$ cat src/rtl/lsu_mem_access.sv
// Load/store access stage: one op at a time from execute to data memory over req/gnt/rvalid.
// Optional LSU_MISALIGN_TRAP_EN completes misaligned half/word ops locally with misalign_o=1.

`ifndef ALU_OP_BUS
`define ALU_OP_BUS 7:0
`define ALU_ADD 8'h01
`define ALU_LB  8'h20
`define ALU_LH  8'h21
`define ALU_LW  8'h22
`define ALU_LBU 8'h23
`define ALU_LHU 8'h24
`define ALU_SB  8'h25
`define ALU_SH  8'h26
`define ALU_SW  8'h27
`endif

module lsu_mem_access #(
  parameter int unsigned TIMEOUT_CYCLES = 255
) (
  input  logic              clk,
  input  logic              rst,
  input  logic              valid_i,
  output logic              ready_o,
  input  logic [`ALU_OP_BUS] alu_op_i,
  input  logic [31:0]       addr_i,
  input  logic [31:0]       wdata_i,
  output logic              mem_req_o,
  output logic              mem_we_o,
  output logic [31:0]       mem_addr_o,
  output logic [3:0]        mem_wstrb_o,
  output logic [31:0]       mem_wdata_o,
  input  logic              mem_gnt_i,
  input  logic              mem_rvalid_i,
  input  logic [31:0]       mem_rdata_i,
  output logic              valid_o,
  input  logic              ready_i,
  output logic [`ALU_OP_BUS] alu_op_o,
  output logic [31:0]       read_offset_o,
  output logic [31:0]       rmem_data_o,
  output logic              bus_err_o,
  output logic              misalign_o
);

  localparam logic RST_ENABLE = 1'b0;
  localparam int unsigned CNT_W = (TIMEOUT_CYCLES > 1) ? $clog2(TIMEOUT_CYCLES + 1) : 1;
  localparam logic [CNT_W-1:0] TIMEOUT_VAL = CNT_W'(TIMEOUT_CYCLES);

  typedef enum logic [1:0] {IDLE, REQ, WAIT, RESP} state_e;

  state_e            state_q;
  logic              req_q;
  logic              we_q;
  logic [29:0]       addr_q;
  logic [3:0]        wstrb_q;
  logic [31:0]       wdata_q;
  logic              valid_q;
  logic [`ALU_OP_BUS] alu_op_q;
  logic [1:0]        off_q;
  logic [31:0]       rdata_q;
  logic              bus_err_q;
  logic              misalign_q;
  logic              is_load_q;
  logic [CNT_W-1:0]  wait_cnt_q;

  logic [1:0]  off_d;
  logic        is_load_d;
  logic        is_store_d;
  logic        misalign_d;
  logic [3:0]  wstrb_d;
  logic [31:0] wdata_d;

  // Decode of the incoming op: strobes and lane-replicated data for the bus.
  always_comb begin
    // NOTE: every output of this block gets a default first so no latch is inferred.
    off_d      = addr_i[1:0];
    is_load_d  = 1'b0;
    is_store_d = 1'b0;
    wstrb_d    = 4'b0000;
    wdata_d    = 32'h0;
    case (alu_op_i)
      `ALU_LB, `ALU_LBU, `ALU_LH, `ALU_LHU, `ALU_LW: is_load_d = 1'b1;
      `ALU_SB: begin
        is_store_d = 1'b1;
        wstrb_d    = 4'b0001 << off_d;
        wdata_d    = {4{wdata_i[7:0]}};
      end
      `ALU_SH: begin
        is_store_d = 1'b1;
        wstrb_d    = 4'b0011 << off_d;
        wdata_d    = {2{wdata_i[15:0]}};
      end
      `ALU_SW: begin
        is_store_d = 1'b1;
        wstrb_d    = 4'b1111;
        wdata_d    = wdata_i;
      end
      default: ;
    endcase
`ifdef LSU_MISALIGN_TRAP_EN
    case (alu_op_i)
      `ALU_LH, `ALU_LHU, `ALU_SH: misalign_d = off_d[0];
      `ALU_LW, `ALU_SW:           misalign_d = |off_d;
      default:                    misalign_d = 1'b0;
    endcase
`else
    misalign_d = 1'b0;
`endif
  end

  always_ff @(posedge clk) begin
    // NOTE: sequential state uses non-blocking assignments so every register samples pre-edge values.
    if (rst == RST_ENABLE) begin
      state_q    <= IDLE;
      req_q      <= 1'b0;
      we_q       <= 1'b0;
      addr_q     <= '0;
      wstrb_q    <= '0;
      wdata_q    <= '0;
      valid_q    <= 1'b0;
      alu_op_q   <= '0;
      off_q      <= '0;
      rdata_q    <= '0;
      bus_err_q  <= 1'b0;
      misalign_q <= 1'b0;
      is_load_q  <= 1'b0;
      wait_cnt_q <= '0;
    end else begin
      case (state_q)
        IDLE: begin
          if (valid_i) begin
            alu_op_q   <= alu_op_i;
            off_q      <= off_d;
            addr_q     <= addr_i[31:2];
            rdata_q    <= '0;
            bus_err_q  <= 1'b0;
            misalign_q <= misalign_d;
            is_load_q  <= is_load_d;
            wait_cnt_q <= '0;
            if ((is_load_d || is_store_d) && !misalign_d) begin
              state_q <= REQ;
              req_q   <= 1'b1;
              we_q    <= is_store_d;
              wstrb_q <= wstrb_d;
              wdata_q <= wdata_d;
            end else begin
              // Non-memory or trapped op: complete without touching the bus.
              state_q <= RESP;
              valid_q <= 1'b1;
              we_q    <= 1'b0;
              wstrb_q <= '0;
              wdata_q <= '0;
            end
          end
        end
        REQ: begin
          if (mem_gnt_i) begin
            state_q    <= WAIT;
            req_q      <= 1'b0;
            wait_cnt_q <= CNT_W'(1);
          end
        end
        WAIT: begin
          // rvalid is checked first so a response on the timeout cycle still wins.
          if (mem_rvalid_i) begin
            rdata_q <= is_load_q ? mem_rdata_i : 32'h0;
            state_q <= RESP;
            valid_q <= 1'b1;
          end else if ((TIMEOUT_CYCLES != 0) && (wait_cnt_q == TIMEOUT_VAL)) begin
            bus_err_q <= 1'b1;
            state_q   <= RESP;
            valid_q   <= 1'b1;
          end else begin
            wait_cnt_q <= wait_cnt_q + CNT_W'(1);
          end
        end
        RESP: begin
          if (ready_i) begin
            state_q <= IDLE;
            valid_q <= 1'b0;
          end
        end
        default: state_q <= IDLE;
      endcase
    end
  end

  assign ready_o       = (state_q == IDLE);
  assign mem_req_o     = req_q;
  assign mem_we_o      = we_q;
  assign mem_addr_o    = {addr_q, 2'b00};
  assign mem_wstrb_o   = wstrb_q;
  assign mem_wdata_o   = wdata_q;
  assign valid_o       = valid_q;
  assign alu_op_o      = alu_op_q;
  assign read_offset_o = {30'b0, off_q};
  assign rmem_data_o   = rdata_q;
  assign bus_err_o     = bus_err_q;
  assign misalign_o    = misalign_q;

endmodule

$ cat config.mk
export PLATFORM = sky130hd
export DESIGN_NAME = lsu_mem_access
export DESIGN_NICKNAME = d
export VERILOG_FILES = /design/src/rtl/lsu_mem_access.sv
export SDC_FILE = /design/constraint.sdc
export NUM_CORES = 1
export LEC_CHECK = 0
export ABC_AREA = 1
export CAP_MARGIN = 10
export CORE_MARGIN = 5
export CORE_UTILIZATION = 45
export CTS_CLUSTER_DIAMETER = 50
export CTS_CLUSTER_SIZE = 10
export DETAILED_ROUTE_END_ITERATION = 8
export GPL_TIMING_DRIVEN = 1
export PLACE_DENSITY = 0.86
export SYNTH_ARGS = -nofsm -noshare
export SYNTH_HDL_FRONTEND = slang
export SYNTH_SLANG_ARGS = --single-unit
export TNS_END_PERCENT = 30
$ cat constraint.sdc
create_clock -name clk -period 2.79 [get_ports clk]
set_clock_uncertainty 0.05 [all_clocks]
set_input_delay 0.837 -clock clk [delete_from_list [all_inputs] [get_ports clk]]
set_output_delay 0.837 -clock clk [all_outputs]
set_load 0.02 [all_outputs]
==> results.txt <==
Mapped Area: 0.00551 mm2
critical path fanouts, max: 4
Routed Antenna Nets: 0
initial antenna violation count: 0
CORE AREA: 0.0120 mm2
clock latency on the worst-skew pair: 0.41 ns
WP data arrival: 1.68 ns
clk root buf: clkbuf_16
largest net degree at the start of global routing: 53
DIE HEIGHT: 121 um
CTS Hold Bufs: 0
Post-DP HPWL: 12000 um
postcts setup bufs: 0
Max Cap Viol: 0
Area growth syn-to-layout: 49.3%
Pins Over Slew Limit: 0
Commonest cells post-synth: nand2_1 (143), nand3_1 (127), dfxtp_1 (123)
WP data required: 1.90 ns
synth top area cells: dfxtp_1 (45%), nand3_1 (12%), nand2_1 (9.7%), a21oi_1 (8.0%), nor2_1 (5.5%)
Util after Layout: 68.5%
Most used DFF post-synth: dfxtp_1
first-pass GRT wire length: 26000 um
status: completed
IR drop worst, VDD: 443 uV
drc violations: 0
Reg clk slew, reported paths: 0.05 ns
measured slew at the worst slew-check pin: 0.642 ns
Placer Congestion: 0.897
Max Clock Freq: 0.390 GHz
post-CTS sizing: 0
worst min path class: flip-flop to flip-flop
Critical Path Sink Type: output pin
synth unique cells: 29
# clock sinks: 123
fin crit share: 91.9%
PD cells: 758 mW/mm2
FF+latch count, synth: 123
diode count: 0
Detailed Route WL: 16900 um
CP Class: flip-flop to output pin
post-layout minimum cycle time: 2.56 ns
startpoint types: flip-flop
Die Wd: 121 um
async set-reset flop share out of synthesis: 0%
Final #Nets: 1073
biggest area consumer among synthesized cells: dfxtp_1
Synth top area share: 44.7%
number of global-route vias before repair: 5204
layout cells sized above 1: 5.57%
Iteration-0 DRC Markers: 394
total number of vias: 5654
I/O Pins: 256
TNS Setup: 0 ns
routed len/inst: 15.1 um
Die ar.: 0.0146 mm2
GRT Overall Usage: 22.4%
Post-synth EDFFs: 0
total global routing overflow: 0
syn_area_per_cell: 7.32 um2
sequential element share of the synthesized area: 44.7%
yosys synthesis warning count: 0
count leader, synth: nand2_1
CTS buffer count: 17
RSZ-0062 raised after global routing: no
Max Root-Sink Buffers: 2
DRT Pass-1 Iters: 5
port bufs: 222
Leak Pwr: 3.12 nW
H-tree level count: 4
initial core utilization: 45.9%
cells after synthesis: 753
final hold viol count: 0
Rel. slew slack: 57.1%
drt via density: 5.06
# rows: 40
CTS tree: done
final setup vio count: 0
[final timing paths]
kind / start / to / slack [ns] / cells after the start
max: state_q[1]$_SDFFE_PN0P_ / ready_o / 0.23 / 3
min: mem_we_o$_SDFFE_PN0P_ / mem_we_o$_SDFFE_PN0P_ / 0.41 / 2
max reg2reg: state_q[1]$_SDFFE_PN0P_ / rmem_data_o[15]$_SDFFE_PN0P_ / 0.73 / 9
min reg2reg: mem_we_o$_SDFFE_PN0P_ / mem_we_o$_SDFFE_PN0P_ / 0.41 / 2
[area by class of cell]
class,instances,area [um2]
clock buffer,25,475
sequential,123,2460
multi-input combinational,552,2550
timing repair buffer,234,2350
clock inverter,7,90.1
tap,147,184
fill,1015,3780
inverter,29,110
[per-stage QoR]
stage	worst slack [ns]	hold slack, ns	cells	instance area, um2	total power [mW]
after detailed placement	0.195	0.404	1085	7660	4.15
after global placement	0.252	0.400	1085	7660	4.13
final	0.227	0.413	1117	8230	6.24
after global routing	0.172	0.427	1117	8230	6.57
after CTS	0.204	0.413	1117	8230	6.28
after floorplan	1.03	0.396	785	5630	3.48
[power by group]
| part | switching [mW] | internal (mW) |
|---|---|---|
| sequential | 0.104 | 1.95 |
| combinational | 1.31 | 0.762 |
| clock | 0.758 | 1.36 |
| total | 2.17 | 4.07 |
[worst max-delay path: stages (launching register included)]
cell,delay [ns]
dfxtp_1,0.40
inv_1,0.10
ha_1,0.20
clkdlybuf4s50_1,0.56
[cell usage in the layout (no fill, tap or decap), types with 4 or more instances in the layout]
cell type          n
a21oi_1           88
buf_4              9
nand2_1          143
clkbuf_1           6
clkbuf_16         17
inv_2              4
nor2_4             5
nand3_1          127
inv_1             23
o21a_1             4
conb_1            33
clkdlybuf4s50_1  222
dfxtp_1          123
clkinv_2           4
ha_1               6
nor2_1            81
o21ai_0           46
[flip-flops by register name, summed over array words and instances, names as in the netlist, 2 cells and up]
register / cells
wait_cnt_q: 8
mem_wstrb_o: 4
state_q: 2
off_q: 2
alu_op_o: 8
rmem_data_o: 32
addr_q: 30
mem_wdata_o: 32
[routing by layer]
| layer | global-route usage [%] | wire length, um |
|---|---|---|
| met3 | 6.45 | 1280 |
| met5 | 0 | 0 |
| met1 | 27.2 | 6780 |
| met2 | 36.5 | 8340 |
| met4 | 10.7 | 496 |
[kinds of logic (layout without fill, tap and decap cells)]
kind of cell | count (synthesis) | after routing | share of synthesized area (%)
DFF | 123 | 123 | 44.7
other | 1 | 33 | 0.0681
adders and majority gates | 6 | 6 | 1.36
buffers and inverters | 110 | 295 | 11.1
AOI/OAI and AO/OA | 144 | 144 | 13.4
and+or+nand+nor | 368 | 368 | 29.2
xor gates and xnor gates | 1 | 1 | 0.159
Power figures use the tool's default switching activity.
